===== src/rtl/spike_rate_decoder_if.sv =====
// Control and readback bundle for spike_rate_decoder.
// Defining SPIKE_ISI_EN adds the inter-spike-interval readback signals.
interface spike_rate_decoder_if;
  localparam int unsigned RATE_W = 8;

  logic              ena;
  logic              clear;
  logic              spike_in;
  logic [RATE_W-1:0] rate_out;
  logic              rate_valid;
  logic              rate_sat;
`ifdef SPIKE_ISI_EN
  logic [RATE_W-1:0] isi_out;
  logic              isi_valid;
`endif

`ifdef SPIKE_ISI_EN
  modport master (output ena, clear, spike_in,
                  input  rate_out, rate_valid, rate_sat, isi_out, isi_valid);
  modport slave  (input  ena, clear, spike_in,
                  output rate_out, rate_valid, rate_sat, isi_out, isi_valid);
`else
  modport master (output ena, clear, spike_in,
                  input  rate_out, rate_valid, rate_sat);
  modport slave  (input  ena, clear, spike_in,
                  output rate_out, rate_valid, rate_sat);
`endif
endinterface


===== src/rtl/spike_rate_decoder.sv =====
// Counts rising edges of a spike line over back-to-back windows of WINDOW cycles.
// Optional SPIKE_ISI_EN macro adds an inter-spike-interval measurement.
module spike_rate_decoder #(
  parameter int unsigned WINDOW = 1_000_000,
  parameter int unsigned WIN_W  = 24
) (
  input  logic                clk,
  input  logic                rst_n,
  spike_rate_decoder_if.slave bus
);
  localparam int unsigned CNT_W = 8;
  localparam logic [CNT_W-1:0] CNT_MAX = {CNT_W{1'b1}};

  typedef enum logic [0:0] {IDLE, COUNT} state_t;

  state_t           state_q, state_d;
  logic             spike_d;
  logic [WIN_W-1:0] win_cnt, win_cnt_d;
  logic [CNT_W-1:0] spk_cnt, spk_cnt_d;
  logic             sat_q, sat_d;
  logic [CNT_W-1:0] rate_out_q, rate_out_d;
  logic             rate_valid_q, rate_valid_d;
  logic             rate_sat_q, rate_sat_d;

  logic             spk_edge_c;
  logic             win_end_c;
  logic [CNT_W-1:0] spk_next_c;

`ifdef SPIKE_ISI_EN
  logic [CNT_W-1:0] isi_cnt, isi_cnt_d;
  logic             isi_armed, isi_armed_d;
  logic [CNT_W-1:0] isi_out_q, isi_out_d;
  logic             isi_valid_q, isi_valid_d;
`endif

  assign spk_edge_c = bus.spike_in & ~spike_d;
  assign win_end_c  = (win_cnt == WIN_W'(WINDOW - 1));
  assign spk_next_c = (spk_cnt == CNT_MAX) ? spk_cnt : spk_cnt + CNT_W'(1);

  // State and datapath registers
  always_ff @(posedge clk or negedge rst_n) begin
    if (!rst_n) begin
      state_q      <= IDLE;
      spike_d      <= 1'b0;
      win_cnt      <= '0;
      spk_cnt      <= '0;
      sat_q        <= 1'b0;
      rate_out_q   <= '0;
      rate_valid_q <= 1'b0;
      rate_sat_q   <= 1'b0;
`ifdef SPIKE_ISI_EN
      isi_cnt      <= '0;
      isi_armed    <= 1'b0;
      isi_out_q    <= '0;
      isi_valid_q  <= 1'b0;
`endif
    end else begin
      state_q      <= state_d;
      spike_d      <= bus.spike_in;
      win_cnt      <= win_cnt_d;
      spk_cnt      <= spk_cnt_d;
      sat_q        <= sat_d;
      rate_out_q   <= rate_out_d;
      rate_valid_q <= rate_valid_d;
      rate_sat_q   <= rate_sat_d;
`ifdef SPIKE_ISI_EN
      isi_cnt      <= isi_cnt_d;
      isi_armed    <= isi_armed_d;
      isi_out_q    <= isi_out_d;
      isi_valid_q  <= isi_valid_d;
`endif
    end
  end

  // Next state: ena low > clear > window end > edge count.
  // The first ena cycle in IDLE is window cycle 0 (win_cnt is 0 there).
  always_comb begin
    state_d      = state_q;
    win_cnt_d    = win_cnt;
    spk_cnt_d    = spk_cnt;
    sat_d        = sat_q;
    rate_out_d   = rate_out_q;
    rate_valid_d = 1'b0;
    rate_sat_d   = rate_sat_q;
`ifdef SPIKE_ISI_EN
    isi_cnt_d    = isi_cnt;
    isi_armed_d  = isi_armed;
    isi_out_d    = isi_out_q;
    isi_valid_d  = 1'b0;
`endif

    if (!bus.ena || (state_q == COUNT && bus.clear)) begin
      state_d   = bus.ena ? COUNT : IDLE;
      win_cnt_d = '0;
      spk_cnt_d = '0;
      sat_d     = 1'b0;
`ifdef SPIKE_ISI_EN
      isi_cnt_d   = '0;
      isi_armed_d = 1'b0;
`endif
    end else begin
      state_d = COUNT;
      if (state_q == COUNT && win_end_c) begin
        rate_out_d   = spk_edge_c ? spk_next_c : spk_cnt;
        rate_sat_d   = sat_q | (spk_edge_c & (spk_cnt == CNT_MAX));
        rate_valid_d = 1'b1;
        win_cnt_d    = '0;
        spk_cnt_d    = '0;
        sat_d        = 1'b0;
      end else begin
        win_cnt_d = win_cnt + WIN_W'(1);
        if (spk_edge_c) begin
          spk_cnt_d = spk_next_c;
          sat_d     = sat_q | (spk_cnt == CNT_MAX);
        end
      end
`ifdef SPIKE_ISI_EN
      // Interval runs across window boundaries; only clear/IDLE re-arm it
      if (spk_edge_c) begin
        if (isi_armed) begin
          isi_out_d   = isi_cnt;
          isi_valid_d = 1'b1;
        end
        isi_cnt_d   = CNT_W'(1);
        isi_armed_d = 1'b1;
      end else if (isi_armed && isi_cnt != CNT_MAX) begin
        isi_cnt_d = isi_cnt + CNT_W'(1);
      end
`endif
    end
  end

  assign bus.rate_out   = rate_out_q;
  assign bus.rate_valid = rate_valid_q;
  assign bus.rate_sat   = rate_sat_q;
`ifdef SPIKE_ISI_EN
  assign bus.isi_out    = isi_out_q;
  assign bus.isi_valid  = isi_valid_q;
`endif

endmodule


===== src/flat_wrapper.sv =====
// flat-port wrapper written by rule: the top's interface ports become plain ports
module spike_rate_decoder_flat 
#(
  parameter int unsigned WINDOW = 1_000_000,
  parameter int unsigned WIN_W  = 24
)
  (clk, rst_n, bus_ena, bus_clear, bus_spike_in, bus_rate_out, bus_rate_valid, bus_rate_sat);
  spike_rate_decoder_if bus_i ();
  input  logic clk;
  input  logic rst_n;
  input wire logic [$bits(bus_i.ena)-1:0] bus_ena;
  input wire logic [$bits(bus_i.clear)-1:0] bus_clear;
  input wire logic [$bits(bus_i.spike_in)-1:0] bus_spike_in;
  output wire logic [$bits(bus_i.rate_out)-1:0] bus_rate_out;
  output wire logic [$bits(bus_i.rate_valid)-1:0] bus_rate_valid;
  output wire logic [$bits(bus_i.rate_sat)-1:0] bus_rate_sat;
  assign bus_i.ena = bus_ena;
  assign bus_i.clear = bus_clear;
  assign bus_i.spike_in = bus_spike_in;
  assign bus_rate_out = bus_i.rate_out;
  assign bus_rate_valid = bus_i.rate_valid;
  assign bus_rate_sat = bus_i.rate_sat;
  spike_rate_decoder #(.WINDOW(WINDOW), .WIN_W(WIN_W)) u_core (.clk(clk), .rst_n(rst_n), .bus(bus_i));
endmodule

===== config.mk =====
export PLATFORM = sky130hd
export DESIGN_NAME = spike_rate_decoder_flat
export DESIGN_NICKNAME = d
export VERILOG_FILES = /design/src/rtl/spike_rate_decoder_if.sv /design/src/rtl/spike_rate_decoder.sv /design/src/flat_wrapper.sv
export SDC_FILE = /design/constraint.sdc
export NUM_CORES = 1
export LEC_CHECK = 0
export BUFFER_PORTS_ARGS = -buffer_cell sky130_fd_sc_hd__buf_2
export CAP_MARGIN = 20
export CORE_MARGIN = 4
export CORE_UTILIZATION = 45
export CTS_CLUSTER_SIZE = 20
export DETAILED_ROUTE_END_ITERATION = 16
export PLACE_DENSITY = 0.61
export SKIP_CTS_REPAIR_TIMING = 1
export SLEW_MARGIN = 10
export SYNTH_ARGS = -nofsm -noshare
export SYNTH_HDL_FRONTEND = slang
export SYNTH_SLANG_ARGS = --single-unit
export TNS_END_PERCENT = 10

===== constraint.sdc =====
create_clock -name clk -period 2.4 [get_ports clk]
set_input_delay 0.36 -clock clk [delete_from_list [all_inputs] [get_ports clk]]
set_output_delay 0.36 -clock clk [all_outputs]
set_load 0.01 [all_outputs]

==> results of run 1 <==
==> cells in the mapped netlist (all sizes together) <==
| library cell | n | area (sq um) |
|---|---|---|
| clkbuf | 4 | 15.01 |
| and3 | 2 | 12.51 |
| nand2 | 9 | 33.78 |
| xor2 | 3 | 26.28 |
| nor2b | 3 | 18.77 |
| or2 | 1 | 6.260 |
| nand4 | 8 | 56.30 |
| or4 | 5 | 45.04 |
| mux2i | 6 | 60.06 |
| nor2 | 28 | 105.1 |
| o31ai | 4 | 30.03 |
| nand4b | 2 | 17.52 |
| nor3 | 5 | 25.02 |
| a21bo | 1 | 10.01 |
| or4b | 2 | 20.02 |
| xnor2 | 13 | 113.9 |
| nand2b | 1 | 6.260 |
| dfrtp | 45 | 1126 |
| a21boi | 1 | 7.510 |
| buf | 4 | 26.27 |
| a21oi | 13 | 65.06 |
| mux2 | 3 | 33.78 |
| o21ai | 7 | 35.03 |
| or3 | 6 | 37.54 |
| ha | 2 | 25.02 |
| nor4 | 5 | 46.29 |
| and4 | 2 | 17.52 |
| and4b | 1 | 10.01 |
| inv | 9 | 33.78 |
| a31oi | 6 | 37.54 |
| nand3b | 1 | 7.510 |
| nand3 | 11 | 55.05 |
==> final timing paths <==
path                                                    start  slack, ns                            endpoint
min reg2reg                u_core.bus.rate_out[5]$_DFFE_PN0P_       0.49  u_core.bus.rate_out[5]$_DFFE_PN0P_
min in group clk                                      bus_ena       0.19            u_core.state_q$_DFF_PN0_
max reg2reg                       u_core.win_cnt[6]$_DFF_PN0_       0.27  u_core.bus.rate_out[6]$_DFFE_PN0P_
max                               u_core.win_cnt[6]$_DFF_PN0_       0.27  u_core.bus.rate_out[6]$_DFFE_PN0P_
min                                                     rst_n      -0.02  u_core.bus.rate_out[2]$_DFFE_PN0P_
max in group asynchronous                               rst_n       1.72        u_core.win_cnt[13]$_DFF_PN0_
==> cell families after synthesis <==
logic type               after synthesis  synth area share (%)
flip-flops                            45                 51.99
buffers and inverters                 17                 3.466
AND/OR/NAND/NOR                       92                 24.03
adder cells (fa/ha/maj)                2                 1.155
AO/OA/AOI/OAI                         32                 8.550
XOR/XNOR                              16                 6.471
multiplexers                           9                 4.333
==> critical path, delay by kind of cell, from the launching register on <==
family / cells / cell delay [ns]
DFF: 1 / 0.44
muxes: 1 / 0.19
buffers and inverters: 1 / 0.22
and+or+nand+nor: 3 / 1.21
==> layout by cell type (no fill, tap or decap), types with 2 or more instances in the layout <==
cell and n:
and4_1 2, bufinv_16 2, nand4_1 7, and3_1 2, or4_4 2, nor2_1 28, xnor2_1 13, or4_1 3
o31ai_1 4, nand3_1 11, mux2_1 2, dfrtp_1 45, nand2_1 9, nor3_1 5, or4b_1 2, mux2i_1 6
o21ai_0 7, buf_4 7, or3_1 6, ha_1 2, inv_1 9, a21oi_1 13, nor4_1 4, buf_2 14
nor2b_1 3, nand4b_1 2, a31oi_1 6, clkbuf_8 5, xor2_1 3
==> report_power, final <==
group          total, uW  switching [uW]  internal [uW]
Clock                664             250            413
Sequential           770            6.91            763
Combinational       51.4            36.8           14.6
==> state kept, by name (all words and copies together) (netlist names) <==
name                   flops
u_core.sat_q               1
u_core.state_q             1
u_core.win_cnt            24
u_core.bus.rate_sat        1
u_core.spike_d             1
u_core.bus.rate_out        8
u_core.bus.rate_valid      1
u_core.spk_cnt             8
==> through the flow <==
stage	hold WS (ns)	cells	total power [uW]	util, %	instance area [sq um]
global route	0.007397	286	1540	54.31	2446
global placement	0.3023	278	834.3	51.33	2312
finish	-0.01941	286	1485	54.31	2446
floorplan	0.06441	213	808.2	-	2166
CTS	-0.01752	286	1498	54.31	2446
detailed placement	0.3078	278	837.7	51.33	2312
==> final cells by class <==
| cell class | instances | area, sq um |
|---|---|---|
| tap | 52 | 65.06 |
| inverter | 9 | 33.78 |
| fill | 421 | 2058 |
| clock buffer | 5 | 68.82 |
| clock inverter | 3 | 65.06 |
| sequential | 45 | 1126 |
| multi-input combinational | 151 | 964.7 |
| timing repair buffer | 21 | 122.6 |
==> metal layers <==
metal  vias to the layer above  GRT usage (%)  routed length [um]
li1                        794              -                   -
met1                       810          24.10                2206
met2                        40          23.83                2018
met3                         5          3.819                 202
met4                         0          4.804                  55
met5                         -              0                   0
==> results.md, run 1 <==
- Initial DRC Count: 95
- CTS H-tree lvls: 2
- Finish-stage setup viols: 0
- Via Count: roughly 1.6k
- Fin Hold WS: -0.01941 ns
- Critical Path RT: around 2.6 ns
- Max-Cap Viols: 0
- Pre-CTS WS: approximately 0.28 ns
- Site Rows: 24
- Peak VDD IR: roughly 340 uV
- Leakage Power: between 0.001 and 0.0015 uW
- YS warnings: 0
- Clock Sinks: 45
- Setup ws final: 0.2665 ns
- Failing checks: negative hold slack
- Max Slew Vio Count: 0
- Tightest Hold Check Type: in2async
- Via/cell ratio: between 5 and 6
- GRT Util Overall: around 16%
- GRT overflow: 0
- Sequential area share after synthesis: between 50% and 60%
- F_max: ~470 MHz
- DRC viols: 0
- Arrival time worst endpoint: 2.35 ns
- Synth Instances: about 210
- Diode count: 0
- Worst Setup Start Kind: flip-flop
- Syn Std Cell Area: approximately 2200 sq um
- CTS max path bufs: 2
- Worst reg2reg path depth: 5
- Unrepaired setup endpoints after global routing: no
- Chip Height: 77.38 um
- Synth Register Bits: between 40 and 50
- Hpwl dp: 3195 um
- PwrDens: ~610 nW/um^2
- Final Hold Fails: 17
- Clk Tree Root Cell: clkbuf_8
- Wirelength per Cell: 15.67 um
- Worst Skew: ~0.0052 ns
- Total routed wirelength: ~4500 um
- TritonRoute pass-1 iters: 4
- Syn_area_per_cell: about 10 sq um
- Final #Nets: between 200 and 250
- Critical path class: reg2reg
- Largest net degree at the start of global routing: 29
- Placer Congestion: between 0.8 and 0.9
- Clock buffer count from CTS: 5
- Clock transition at the registers of the reported paths: ~0.080 ns
- First-pass GRT wire length: between 7000 and 8000 um
- Vias in the first global route: approximately 1.6k
- Max stage delay cell, worst path: or4_4
- Count of cell types in the netlist: 37
- # port buffers: 14
- Total Die Area: approximately 6000 sq um
- Worst path max stage delay: between 0.5 and 0.6 ns
- Top-Level Pins: 15
- Run status: finished with violations
- Die X: approximately 77 um
- CTS tree: yes
- Critical Path End Type: flip-flop
- Post-route ant nets: 0
- Core area: 4504 sq um
- CP Cell Sequence: or4_4 -> nor4_4 -> and3_1 -> buf_4 -> mux2i_1
- Syn_nets: 220
- Fraction of layout cells with a size suffix above 1: 15.38%
- Area grow syn2layout: 12.94%
- Worst slew pin tran: 0.4559 ns
- Final TNS setup: 0 ns
- Clk_lat worst skew: 0.30 ns
- Initial antenna violation count: 0
- Min Tclk post-route: roughly 2.1 ns
- Crit share post-route: about nine tenths
- Crit-path max FO: 6
- Worst slew margin: 69.54%
- Starting Density: 48.08%
No activity file was read; power rests on OpenSTA's default activity.
==> run 2: changes to the inputs <==
Settings changed: REMOVE_ABC_BUFFERS from default to 1.
==> run 2 against run 1 <==
Net effect:
- the run now ends clean
- critical path depth stayed put
- count of clock-buffer cells in the layout is 2 higher
- fmax is 0.14% higher
- non-clock buffer count is 1 higher
- combinational power is 4% higher
- cell area is 1.0% lower
- core utilization is 0.56 points lower
- clock skew is 0.0039 ns higher
- final cell count stayed put
- first-iteration DRC count is 13% lower
- die area stayed put
- hold slack better by 0.20 ns
- critical path type unchanged
- largest cell class unchanged
- largest power group unchanged
==> results.md, run 2 (synthesized netlist as in run 1, its figures left out) <==
- Min Tclk post-route: 2.131 ns (-0.002883 ns)
- GRT overflow: 0 (unchanged)
- Setup ws final: 0.2694 ns (+0.002883 ns)
- CTS max path bufs: 2 (unchanged)
- Max Slew Vio Count: 0 (unchanged)
- Worst Setup Start Kind: flip-flop
- # port buffers: 14 (unchanged)
- Initial DRC Count: 83 (-13%)
- Most common cell after layout, fill and taps aside: dfrtp_1
- Final TNS setup: 0 ns (unchanged)
- Clk_lat worst skew: 0.29 ns (about the same)
- Critical path class: reg2reg
- Worst slew margin: 69.48% (about the same)
- Worst R2R Setup Slack: 0.27 ns (about the same)
- Vias in the first global route: 1626 (+0.25%)
- Critical Path RT: 2.61 ns (about the same)
- Max stage delay cell, worst path: or4_4
- Worst Skew: 0.009055 ns (+0.003864 ns)
- Worst path max stage delay: 0.57 ns (about the same)
- Critical path buffer and inverter count: 1 (unchanged)
- F_max: 469.4 MHz (+0.14%)
- Clock transition at the registers of the reported paths: 0.08 ns (about the same)
- Total Die Area: 5987 sq um (unchanged)
- Pre-CTS WS: 0.2604 ns (-0.01514 ns)
- Leakage Power: 0.001032 uW (-1.4%)
- Crit share post-route: 88.77% (-0.12 points)
- Hold Path Depth: 1
- Wirelength per Cell: 15.51 um (-1.0%)
- Worst slew pin tran: 0.4537 ns (-0.002295 ns)
- Clock buffer count from CTS: 5 (unchanged)
- Total routed wirelength: 4436 um (-1.0%)
- Post-route ant nets: 0 (unchanged)
- TritonRoute pass-1 iters: 4 (unchanged)
- Via Count: 1657 (+0.49%)
- Crit-path max FO: 8 (+2)
- Finish-stage setup viols: 0 (unchanged)
- Min-delay src: bus_ena
- Via/cell ratio: 5.794 (+0.49%)
- Site Rows: 24 (unchanged)
- Critical Path End Type: flip-flop
- Max-Cap Viols: 0 (unchanged)
- Hpwl dp: 3279 um (+2.6%)
- Design area: 2421 sq um (-1.0%)
- Peak VDD IR: 234.6 uV (-30%)
- Largest net degree at the start of global routing: 30 (+3.4%)
- Core area: 4504 sq um (unchanged)
- Initial antenna violation count: 0 (unchanged)
- Reg with most FFs: u_core.win_cnt
- Unrepaired setup endpoints after global routing: no
- CTS H-tree lvls: 2 (unchanged)
- CP top delay family: simple AND/OR/NAND/NOR gates
- Area grow syn2layout: 11.79%
- Largest register FFs: 24 (unchanged)
- Number of stages on the worst setup path: 5 (unchanged)
- DRC viols: 0 (unchanged)
- Placer Congestion: 0.9034 (+3.8%)
- CTS tree: yes
- Worst reg2reg path depth: 5 (unchanged)
- PwrDens: 533.0 nW/um^2 (-12%)
- Diode count: 0 (unchanged)
- Top-Level Pins: 15 (unchanged)
- Arrival time worst endpoint: 2.34 ns (about the same)
- Tightest Hold Check Type: in2reg
- CP Cell Sequence: or4_4 -> nor4_4 -> and3_1 -> buf_4 -> mux2i_1
- Most frequent cells in the layout: dfrtp_1 (45), nor2_1 (28), buf_2 (14)
- Hold endpoint: u_core.state_q$_DFF_PN0_
- Starting Density: 48.08% (unchanged)
- Fin Hold WS: 0.1768 ns (+0.1962 ns)
- Crit Reg-Reg Startpoint: u_core.win_cnt[7]$_DFF_PN0_
- Final #Nets: 241 (+0.42%)
- Clk Tree Root Cell: clkbuf_8
- First-pass GRT wire length: 7893 um (+0.52%)
- Die X: 77.38 um (unchanged)
- Reg2reg end: u_core.bus.rate_out[4]$_DFFE_PN0P_
- Final Hold Fails: 0 (-17)
- Chip Height: 77.38 um (unchanged)
- GRT Util Overall: 16.55% (+0.27 points)
- Clock Sinks: 45 (unchanged)
- Fraction of layout cells with a size suffix above 1: 14.53% (-0.85 points)
- Run status: finished clean
- Placed Area: 2325 sq um (+0.54%)
==> run 2: how the worst max path moves through the flow <==
| stage | startpoint | endpoint | slack [ns] |
|---|---|---|---|
| global placement | u_core.win_cnt[0]$_DFF_PN0_ | u_core.win_cnt[20]$_DFF_PN0_ | 0.34 |
| floorplan | u_core.win_cnt[7]$_DFF_PN0_ | u_core.bus.rate_out[2]$_DFFE_PN0P_ | 0.20 |
| finish | u_core.win_cnt[7]$_DFF_PN0_ | u_core.bus.rate_out[4]$_DFFE_PN0P_ | 0.27 |
| CTS | u_core.win_cnt[7]$_DFF_PN0_ | u_core.bus.rate_out[4]$_DFFE_PN0P_ | 0.23 |
| global route | u_core.win_cnt[0]$_DFF_PN0_ | u_core.win_cnt[22]$_DFF_PN0_ | 0.11 |
| detailed placement | u_core.win_cnt[7]$_DFF_PN0_ | u_core.bus.rate_out[4]$_DFFE_PN0P_ | 0.26 |
==> run 2: power breakdown <==
| group | switching [uW] | internal, uW | total [uW] |
|---|---|---|---|
| clock | 238 | 229 | 467 |
| sequential | 6.51 | 764 | 770 |
| combinational | 36.3 | 16.9 | 53.3 |
==> run 2: through the flow <==
stage               cells  utilization, %  total power (uW)
global route          286           53.75              1348
CTS                   285           53.53              1304
floorplan             205               -             805.1
detailed placement    278           51.61             838.6
finish                286           53.75              1290
global placement      278           51.61             836.4
==> run 2: cell type report <==
type | count | area [sq um]
Fill cell | 412 | 2083
Inverter | 9 | 33.78
Sequential cell | 45 | 1126
Timing Repair Buffer | 22 | 145.1
Tap cell | 52 | 65.06
Multi-Input combinational cell | 151 | 964.7
Clock buffer | 7 | 86.33
==> run 2: routing by layer <==
layer / global-route usage (%) / share of wire (%)
met5: 0 / 0
met4: 5.338 / 1.2
met3: 4.630 / 4.6
met2: 24.53 / 45
met1: 23.56 / 49
==> run 2: worst register-to-register path: stages, from the launching register on <==
cell,delay (ns)
dfrtp_1,0.43
or4_4,0.57
nor4_4,0.29
and3_1,0.36
buf_4,0.20
mux2i_1,0.20
